==> config.mk <==
export PLATFORM = sky130hd
export DESIGN_NAME = string_serializer_flat
export DESIGN_NICKNAME = d
export VERILOG_FILES = /design/src/rtl/string_serializer_if.sv /design/src/rtl/string_serializer.sv /design/src/flat_wrapper.sv
export SDC_FILE = /design/constraint.sdc
export NUM_CORES = 1
export LEC_CHECK = 0
export CORE_MARGIN = 4
export CORE_UTILIZATION = 35
export CTS_BUF_LIST = sky130_fd_sc_hd__clkbuf_2
export DETAILED_ROUTE_END_ITERATION = 8
export HOLD_SLACK_MARGIN = 0.15
export PLACE_DENSITY = 0.62
export SLEW_MARGIN = 30
export SYNTH_ARGS = -nofsm -noshare
export SYNTH_HDL_FRONTEND = slang
export SYNTH_SLANG_ARGS = --single-unit
==> constraint.sdc <==
create_clock -name clk -period 3.2 [get_ports clk]
set_clock_uncertainty 0.2 [all_clocks]
set_input_delay 0.64 -clock clk [delete_from_list [all_inputs] [get_ports clk]]
set_output_delay 0.64 -clock clk [all_outputs]
set_load 0.02 [all_outputs]
==> src/rtl/string_serializer_if.sv <==
// Pixel stream handshake between a pixel source and string_serializer.
//   pixel_data  : 24-bit pixel word, transmitted MSB (bit 23) first
//   pixel_valid : source has a pixel on pixel_data
//   pixel_ready : serializer accepts the pixel on a clk edge where
//                 pixel_valid and pixel_ready are both high
// master = pixel source, slave = serializer.
interface string_serializer_if;
    logic [23:0] pixel_data;
    logic        pixel_valid;
    logic        pixel_ready;

    modport master (
        output pixel_data,
        output pixel_valid,
        input  pixel_ready
    );

    modport slave (
        input  pixel_data,
        input  pixel_valid,
        output pixel_ready
    );
endinterface

==> src/rtl/string_serializer.sv <==
// Single-wire LED string serializer.
// Each accepted 24-bit pixel is sent MSB first. Every bit lasts
// TBIT_CYCLES clocks: led_sdi is high for T0H_CYCLES ('0') or T1H_CYCLES
// ('1') and low for the rest of the bit. A frame_end pulse arms a sticky
// latch request; once the current pixel finishes, led_sdi is held low for
// TLATCH_CYCLES clocks so the string latches the frame.
// Ports:
//   clk       : single clock (20 MHz string domain)
//   reset     : synchronous, active-high
//   pix       : pixel stream (slave side of string_serializer_if)
//   frame_end : single-cycle pulse requesting the latch after the last pixel
//   busy      : high whenever the block is not idle
//   led_sdi   : registered LED data line
module string_serializer #(
    parameter int T0H_CYCLES    = 8,
    parameter int T1H_CYCLES    = 16,
    parameter int TBIT_CYCLES   = 25,
    parameter int TLATCH_CYCLES = 1200
) (
    input  logic                 clk,
    input  logic                 reset,
    string_serializer_if.slave   pix,
    input  logic                 frame_end,
    output logic                 busy,
    output logic                 led_sdi
);

    localparam int CNT_MAX = (TBIT_CYCLES > TLATCH_CYCLES) ? TBIT_CYCLES : TLATCH_CYCLES;
    localparam int CW      = $clog2(CNT_MAX + 1);

    localparam logic [CW-1:0] T0H_C       = CW'(T0H_CYCLES);
    localparam logic [CW-1:0] T1H_C       = CW'(T1H_CYCLES);
    localparam logic [CW-1:0] TBIT_LAST   = CW'(TBIT_CYCLES - 1);
    localparam logic [CW-1:0] TLATCH_LAST = CW'(TLATCH_CYCLES - 1);

    generate
        if (!(T0H_CYCLES >= 1 && T0H_CYCLES < T1H_CYCLES && T1H_CYCLES < TBIT_CYCLES
              && TLATCH_CYCLES >= 1)) begin : g_bad_timing
            $error("string_serializer: need 1 <= T0H < T1H < TBIT and TLATCH >= 1");
        end
    endgenerate

    typedef enum logic [1:0] {
        IDLE  = 2'd0,
        SHIFT = 2'd1,
        LATCH = 2'd2
    } state_t;

    state_t        state_q, state_d;
    logic          latch_pending_q, latch_pending_d;
    logic [23:0]   shreg_q, shreg_d;
    logic [4:0]    bit_idx_q, bit_idx_d;
    logic [CW-1:0] cnt_q, cnt_d;
    logic          led_q, led_d;

    logic          pixel_done;
    logic          ready;
    logic          accept;
    logic [CW-1:0] high_time_d;

    // Last cycle of bit 0: the pixel completes on the coming edge, so a
    // new pixel can be taken here to keep the bit stream gapless.
    assign pixel_done = (state_q == SHIFT) && (cnt_q == TBIT_LAST) && (bit_idx_q == 5'd0);

    // Derived from registered state only; pixel_valid never feeds back here.
    assign ready  = !latch_pending_q && ((state_q == IDLE) || pixel_done);
    assign accept = pix.pixel_valid && ready;

    always_comb begin
        state_d         = state_q;
        latch_pending_d = latch_pending_q;
        shreg_d         = shreg_q;
        bit_idx_d       = bit_idx_q;
        cnt_d           = cnt_q;

        // A frame_end seen while latching is already being served.
        if (frame_end && (state_q != LATCH)) begin
            latch_pending_d = 1'b1;
        end

        case (state_q)
            IDLE: begin
                if (latch_pending_q) begin
                    state_d         = LATCH;
                    latch_pending_d = 1'b0;
                    cnt_d           = '0;
                end else if (accept) begin
                    state_d   = SHIFT;
                    shreg_d   = pix.pixel_data;
                    bit_idx_d = 5'd23;
                    cnt_d     = '0;
                end
            end
            SHIFT: begin
                if (cnt_q == TBIT_LAST) begin
                    cnt_d = '0;
                    if (bit_idx_q == 5'd0) begin
                        if (accept) begin
                            shreg_d   = pix.pixel_data;
                            bit_idx_d = 5'd23;
                        end else if (latch_pending_q) begin
                            state_d         = LATCH;
                            latch_pending_d = 1'b0;
                        end else begin
                            state_d = IDLE;
                        end
                    end else begin
                        // Current bit always sits in shreg[23].
                        bit_idx_d = bit_idx_q - 5'd1;
                        shreg_d   = {shreg_q[22:0], 1'b0};
                    end
                end else begin
                    cnt_d = cnt_q + 1'b1;
                end
            end
            LATCH: begin
                if (cnt_q == TLATCH_LAST) begin
                    state_d = IDLE;
                    cnt_d   = '0;
                end else begin
                    cnt_d = cnt_q + 1'b1;
                end
            end
            default: begin
                state_d = IDLE;
                cnt_d   = '0;
            end
        endcase

        // led_sdi is computed from next-state values so the flop output
        // lines up with the cycle the counter describes (latency 1 from accept).
        high_time_d = shreg_d[23] ? T1H_C : T0H_C;
        led_d       = (state_d == SHIFT) && (cnt_d < high_time_d);
    end

    always_ff @(posedge clk) begin
        if (reset) begin
            state_q         <= IDLE;
            latch_pending_q <= 1'b0;
            shreg_q         <= '0;
            bit_idx_q       <= '0;
            cnt_q           <= '0;
            led_q           <= 1'b0;
        end else begin
            state_q         <= state_d;
            latch_pending_q <= latch_pending_d;
            shreg_q         <= shreg_d;
            bit_idx_q       <= bit_idx_d;
            cnt_q           <= cnt_d;
            led_q           <= led_d;
        end
    end

    assign pix.pixel_ready = ready;
    assign busy            = (state_q != IDLE);
    assign led_sdi         = led_q;

endmodule

==> src/flat_wrapper.sv <==
// flat-port wrapper written by rule: the top's interface ports become plain ports
module string_serializer_flat 
#(
    parameter int T0H_CYCLES    = 8,
    parameter int T1H_CYCLES    = 16,
    parameter int TBIT_CYCLES   = 25,
    parameter int TLATCH_CYCLES = 1200
)
  (clk, reset, frame_end, busy, led_sdi, pix_pixel_data, pix_pixel_valid, pix_pixel_ready);
  string_serializer_if pix_i ();
  input  logic clk;
  input  logic reset;
  input  logic frame_end;
  output logic busy;
  output logic led_sdi;
  input wire logic [$bits(pix_i.pixel_data)-1:0] pix_pixel_data;
  input wire logic [$bits(pix_i.pixel_valid)-1:0] pix_pixel_valid;
  output wire logic [$bits(pix_i.pixel_ready)-1:0] pix_pixel_ready;
  assign pix_i.pixel_data = pix_pixel_data;
  assign pix_i.pixel_valid = pix_pixel_valid;
  assign pix_pixel_ready = pix_i.pixel_ready;
  string_serializer #(.T0H_CYCLES(T0H_CYCLES), .T1H_CYCLES(T1H_CYCLES), .TBIT_CYCLES(TBIT_CYCLES), .TLATCH_CYCLES(TLATCH_CYCLES)) u_core (.clk(clk), .reset(reset), .pix(pix_i), .frame_end(frame_end), .busy(busy), .led_sdi(led_sdi));
endmodule
==> metrics.txt <==
post-DP HPWL 4310 um; Num CTS Buffers 5; Root Driver clkbuf_2; Layout Cells excl Fill 417; Startpoint Class flip-flop; Final Max Tran Viols 0; Initial DRT Pass Iterations 4; top-count cell post-synth dfxtp_1; Power per Cell Area 475 nW/um^2; Power Total 1.45 mW; min-delay src u_core.bit_idx_q[0]; Rows 31; DIE WIDTH 93.8 um; CP endpoint kind output pin; LEAKAGE 0.992 nW; outcome completed; worst path arrival time 2070 ps; Synth area leaders dfxtp_1 34%, mux2i_1 5.8%, a22oi_1 4.7%, o22ai_1 3.6%, nor2_1 3.5%; fin crit period 2910 ps; Yosys top cell by area dfxtp_1; Yosys cell types 62; Final Wtd Congestion 0.833; Initial Utilization 35.7%; WHS Path Cells 1; worst r2r path cells 10; Remaining DRCs 0; CTS H-tree depth 2; Mapped Nets 322; Port Buf Inserts 30; met2 routed WL 2960 um; hold buffers post-CTS 0; fill cell count 738; Worst EP required 2360 ps; IO Count 31; Total Routing Usage GR 14.4%; top-area cell type share of the netlist area 34.2%; Mapped Avg Cell Area 8.92 sq um; NumNets Final 351; drt total wl 6190 um; wire length per cell 14.8 um; synth warn 0; diodes inserted 0; Placed Cells 409; crit path kind flip-flop to output pin; Max VDD drop 0.171 mV; fin crit share 91.1%; CP max stage delay 410 ps; f_max 343 MHz; Critical-path top delay cell or3b_4; RSZ-0062 raised after global routing false; vias per cell 5.61; Seq/Total Area, Yosys 34.2%; full die area 8800 sq um; Worst R2R Start u_core.cnt_q[0]; final core occ 42.4%; Mapped Area 2580 sq um; Clock Sinks 44; Worst Hold Class flip-flop to flip-flop; cell count after synthesis 289; largest net degree at the start of global routing 25; first-pass GRT wire length 10300 um; Die Y 93.8 um; CORE AREA 7210 sq um; Fin Setup TNS 0 ps; Rel. slew slack 57.5%; Primary FF master, synth dfxtp_1; commonest cells in the netlist 44 x dfxtp_1, 24 x nor2_1, 16 x a22oi_1; Skew-Pair Late Insertion Delay 410 ps; met3 wire length 257 um; Final Hold Vio Count 0; DR top layer met4; final setup margin 286 ps; area grow syn2layout 18.6%; layout cell share with drive strength beyond 1 14.8%; initial antenna violation count 0; critical-path cell list inv_1 > ha_1 > or3b_4 > nor4_4 > a21boi_2 > nor2_1 > buf_4; M1 WL 2900 um; synthesized flop and latch total 44; Setup-failing EPs final 0; Post-Place Worst Slack 198 ps; worst slew pin tran 637 ps; Max clock buf depth 2; Worst-path clk slew 230 ps; routed vias 2341; CTS tree yes; Worst Setup SP u_core.cnt_q[0]; Post-synth ARST share 0%; # Max-Cap Violations 0; Overflow after GRT 0; post-route ant nets 0; CP Max Fanout 3; vias in the first global route 2116; number of synthesized flops with an enable pin 0; Starting DRT DRC Count 132
==> area by class of cell <==
class	instances	area [sq um]	area share (%)
Clock inverter	2	60.1	1.96
Multi-Input combinational cell	216	1540	50.3
Sequential cell	44	882	28.9
Timing Repair Buffer	44	403	13.2
Clock buffer	5	25.0	0.819
Inverter	7	26.3	0.860
Tap cell	99	124	4.05
==> per-stage QoR <==
step | hold slack, ps | cell area, sq um
after floorplan | 261 | 2580
after global placement | 286 | 2960
after detailed placement | 297 | 2960
after CTS | 327 | 3050
after global routing | 350 | 3060
final | 327 | 3060
==> layer usage <==
metal	vias to the layer above	global-route usage (%)
met3	6	2.88
met2	45	22.9
met1	1136	19.6
met5	-	0
li1	1154	-
met4	0	4.45
==> power by group <==
part | leakage, nW | switching [mW] | internal [mW]
clock network | 0.0490 | 0.183 | 0.206
registers | 0.360 | 0.0451 | 0.600
logic | 0.583 | 0.232 | 0.187
==> cell families (layout without fill, tap and decap cells) <==
| family | Yosys count | after routing | share of synthesized area, % |
|---|---|---|---|
| AOI/OAI and AO/OA | 87 | 87 | 25.7 |
| buffers and inverters | 29 | 58 | 6.46 |
| xor gates and xnor gates | 5 | 5 | 1.70 |
| adders and majority gates | 5 | 5 | 2.43 |
| DFF | 44 | 44 | 34.2 |
| muxes | 15 | 15 | 5.83 |
| and+or+nand+nor | 104 | 104 | 23.7 |
==> worst max-delay path: cells and delay by family, from the launching register on <==
family	cells	cell delay (ps)
and+or+nand+nor	3	820
DFF	1	370
buffers and inverters	2	230
adders and majority gates	1	170
AOI/OAI and AO/OA	1	100
==> sequential cells by signal (all words and copies together) (netlist names) <==
| signal | flops |
|---|---|
| u_core.state_q | 2 |
| u_core.cnt_q | 11 |
| u_core.led_sdi | 1 |
| u_core.bit_idx_q | 5 |
| u_core.latch_pending_q | 1 |
| u_core.shreg_q | 24 |
==> placed cells by master, fill, tap and decap left out, types with 3 or more instances in the layout <==
cell type	netlist	final
nand2_1	15	15
buf_4	1	15
nand3b_1	3	3
nor3_1	12	12
nand2b_1	4	4
nor2b_1	3	3
o221ai_1	8	8
o21ai_0	8	8
mux2i_1	15	15
a31oi_1	3	3
nand4_1	3	3
xnor2_1	4	4
and2_1	3	3
o22ai_1	15	15
nand3_1	4	4
a211oi_1	5	5
clkdlybuf4s50_1	0	29
a22oi_1	16	16
o21ai_1	4	3
clkbuf_2	0	5
nor2_1	24	24
inv_1	7	7
o21ai_2	2	3
dfxtp_1	44	43
a311oi_1	3	3
a21oi_1	9	9
ha_1	5	5
nor4_1	9	9
==> path summary, 6_finish.rpt <==
| kind | end | slack, ps |
|---|---|---|
| hold / removal | u_core.bit_idx_q[0] | 330 |
| setup reg to reg | u_core.led_sdi | 310 |
| hold reg to reg | u_core.bit_idx_q[0] | 330 |
| setup / recovery | pix_pixel_ready | 290 |
==> timing repair <==
item,4_1_cts,5_1_grt
buffers inserted,0,1
gates cloned,0,0
resized for setup,2,5
pin swaps,0,1
setup endpoints to repair,1,1
Note: power is estimated with default switching activity, not from simulation.
==> variant, RTL diff (config.mk and constraints unchanged) <==
Remove the register `led_q`: a continuous assignment takes its place, so the output `led_sdi` follows one clock earlier.
--- a/src/rtl/string_serializer.sv
+++ b/src/rtl/string_serializer.sv
@@ -142,3 +142,2 @@
             cnt_q           <= '0;
-            led_q           <= 1'b0;
         end else begin
@@ -149,5 +148,6 @@
             cnt_q           <= cnt_d;
-            led_q           <= led_d;
         end
     end
+
+    assign led_q = led_d;
 
Function: changed (a bounded check fails within 4 cycles, from zero or initial values and one cycle with reset high).
==> variant against the original RTL <==
The run now ends with setup timing left. Highest routed layer unchanged. Wire length grew 9.5%. Utilization increased by 9.7 points. Area after synthesis is 5.0% lower. Power decreased by 5.1%. Sequential cell count down 1. Critical path depth increased by 5. Final area up 16%. Worst setup slack got worse by 0.81 ns. Critical endpoint is now led_sdi.
==> variant: results (changes against the original RTL) <==
[run_status]
outcome=finished with violations  ; was completed
violations=setup timing

[detailed_routing]
drtIter0Drc=148  ; was 132
met3_length_um=191  ; was 257 um
met2_length_um=3200  ; was 2960 um
drt_wl_total_um=6780  ; was 6190 um
wl_met1_um=3290  ; was 2900 um
viasPerCell=5.12  ; was 5.61
detail-route-antenna-nets=0  ; unchanged

[global_route]
grt_max_degree=44  ; was 25
grt_util_all_layers=0.160  ; was 0.144
first_global_vias=2351  ; was 2,116
grt_first_pass_wirelength_um=11000  ; was 10,300 um

[pwr]
vdd_drop_max_uv=215  ; was 171 uV
p_int_uw=946  ; was 994 uW
leakage_uw=0.00139  ; was 0.000992 uW

[finish]
top_regs=u_core.shreg_q x24, u_core.cnt_q x11, u_core.bit_idx_q x5  ; unchanged
n_antenna_cell=0  ; unchanged
nNetsFinal=404  ; was 351
num-fill-cells=639  ; was 738
drive_above_1_share=0.317  ; was 0.148

[sta]
setup_viol=1  ; was 0
fin_ws_ns=-0.527  ; was 0.286 ns
worst_slew_margin_rel=0.579  ; was 0.575

[clock_tree]
clk_pin_slew_ns=0.25  ; was 0.23 ns
clk_latency_ns=0.43  ; was 0.41 ns

[placement]
dp_hpwl_um=4300  ; was 4310 um
place.gp.congestion=0.866  ; was 0.833

[synthesis]
syn_nets=308  ; was 322
synthTopCellsByCount=43 x dfxtp_1, 22 x a22oi_1, 20 x a21oi_1, 18 x mux2i_1, 18 x nor2_1  ; was 44 x dfxtp_1, 24 x nor2_1, 16 x a22oi_1
yosysSeqAreaShare=0.351  ; was 0.342
yosysUniqueCellTypes=54  ; was 62
ys_top_cells_by_area=dfxtp_1 35%, mux2i_1 7.4%, a22oi_1 6.7%, o22ai_2 5.1%, a21oi_1 4.1%  ; was dfxtp_1 34%, mux2i_1 5.8%, a22oi_1 4.7%, o22ai_1 3.6%, nor2_1 3.5%
yosys_warnings=0  ; unchanged

[critical_path]
cp.arrival_ns=2.89  ; was 2.07 ns

variant: area by class of cell:
cell class / count / area [um^2] / share of cell area
multi-input combinational: 206 / 1520 / 0.428
clock inverter: 3 / 43.8 / 0.0124
inverter: 7 / 26.3 / 0.00742
timing repair buffer: 108 / 946 / 0.267
tap: 96 / 120 / 0.0339
clock buffer: 5 / 25.0 / 0.00707
sequential: 43 / 863 / 0.244
variant: worst max-delay path, stage by stage (launching register included):
cell	delay, ns
dfxtp_2	0.39
inv_2	0.07
ha_4	0.12
nor4b_4	0.31
nand4_1	0.17
nand2_1	0.12
nand4b_1	0.14
and2_4	0.20
ha_1	0.18
a211o_1	0.25
nor3_2	0.12
and4b_2	0.26
buf_6	0.12
variant: power by group through the flow:
stage               clock network (uW)  logic [uW]  registers, uW
floorplan                            0         231            608
global placement                     0         375            611
detailed placement                   0         380            612
CTS                                337         413            603
global route                       358         481            610
finish                             327         448            604
variant: final timing paths:
path                                           from            endpoint  slack, ns  cells past startpoint
worst min register to register    u_core.shreg_q[1]   u_core.shreg_q[1]       0.28                      2
worst max-delay path            u_core.bit_idx_q[1]             led_sdi      -0.53                     12
worst min-delay path              u_core.shreg_q[1]   u_core.shreg_q[1]       0.28                      2
worst max register to register  u_core.bit_idx_q[1]  u_core.shreg_q[19]       0.19                     16
variant: stage by stage:
step | setup slack (ns) | std cells | instance area (um^2) | hold WS [ns] | TNS, ns
floorplan | 0.0311 | 275 | 2450 | 0.236 | 0
global placement | -0.762 | 438 | 3210 | 0.245 | -0.762
detailed placement | -0.789 | 438 | 3210 | 0.251 | -0.789
CTS | -0.451 | 465 | 3500 | 0.278 | -5.27
global route | -0.644 | 468 | 3540 | 0.296 | -0.648
finish | -0.527 | 468 | 3540 | 0.276 | -0.527
variant: kinds of logic (layout without fill, tap and decap cells):
| kind of cell | after synthesis | in the layout | synth area share |
|---|---|---|---|
| compound gates | 89 | 89 | 0.263 |
| simple gates | 88 | 88 | 0.216 |
| flops | 43 | 43 | 0.351 |
| buf+inv | 26 | 123 | 0.0495 |
| mux | 18 | 18 | 0.0735 |
| xor+xnor | 6 | 6 | 0.0215 |
| fa+ha+maj | 5 | 5 | 0.0255 |
variant: timing repair:
action,in CTS,in global routing
setup buffers,18,7
gates cloned,1,2
endpoints found under the setup margin,2,30
resized for setup,28,8
pin swaps,21,7
variant: layer usage:
| metal | up-vias | track usage |
|---|---|---|
| met5 | - | 0 |
| met4 | 0 | 0.0616 |
| met3 | 10 | 0.0254 |
| met2 | 40 | 0.259 |
| met1 | 1129 | 0.212 |
| li1 | 1219 | - |
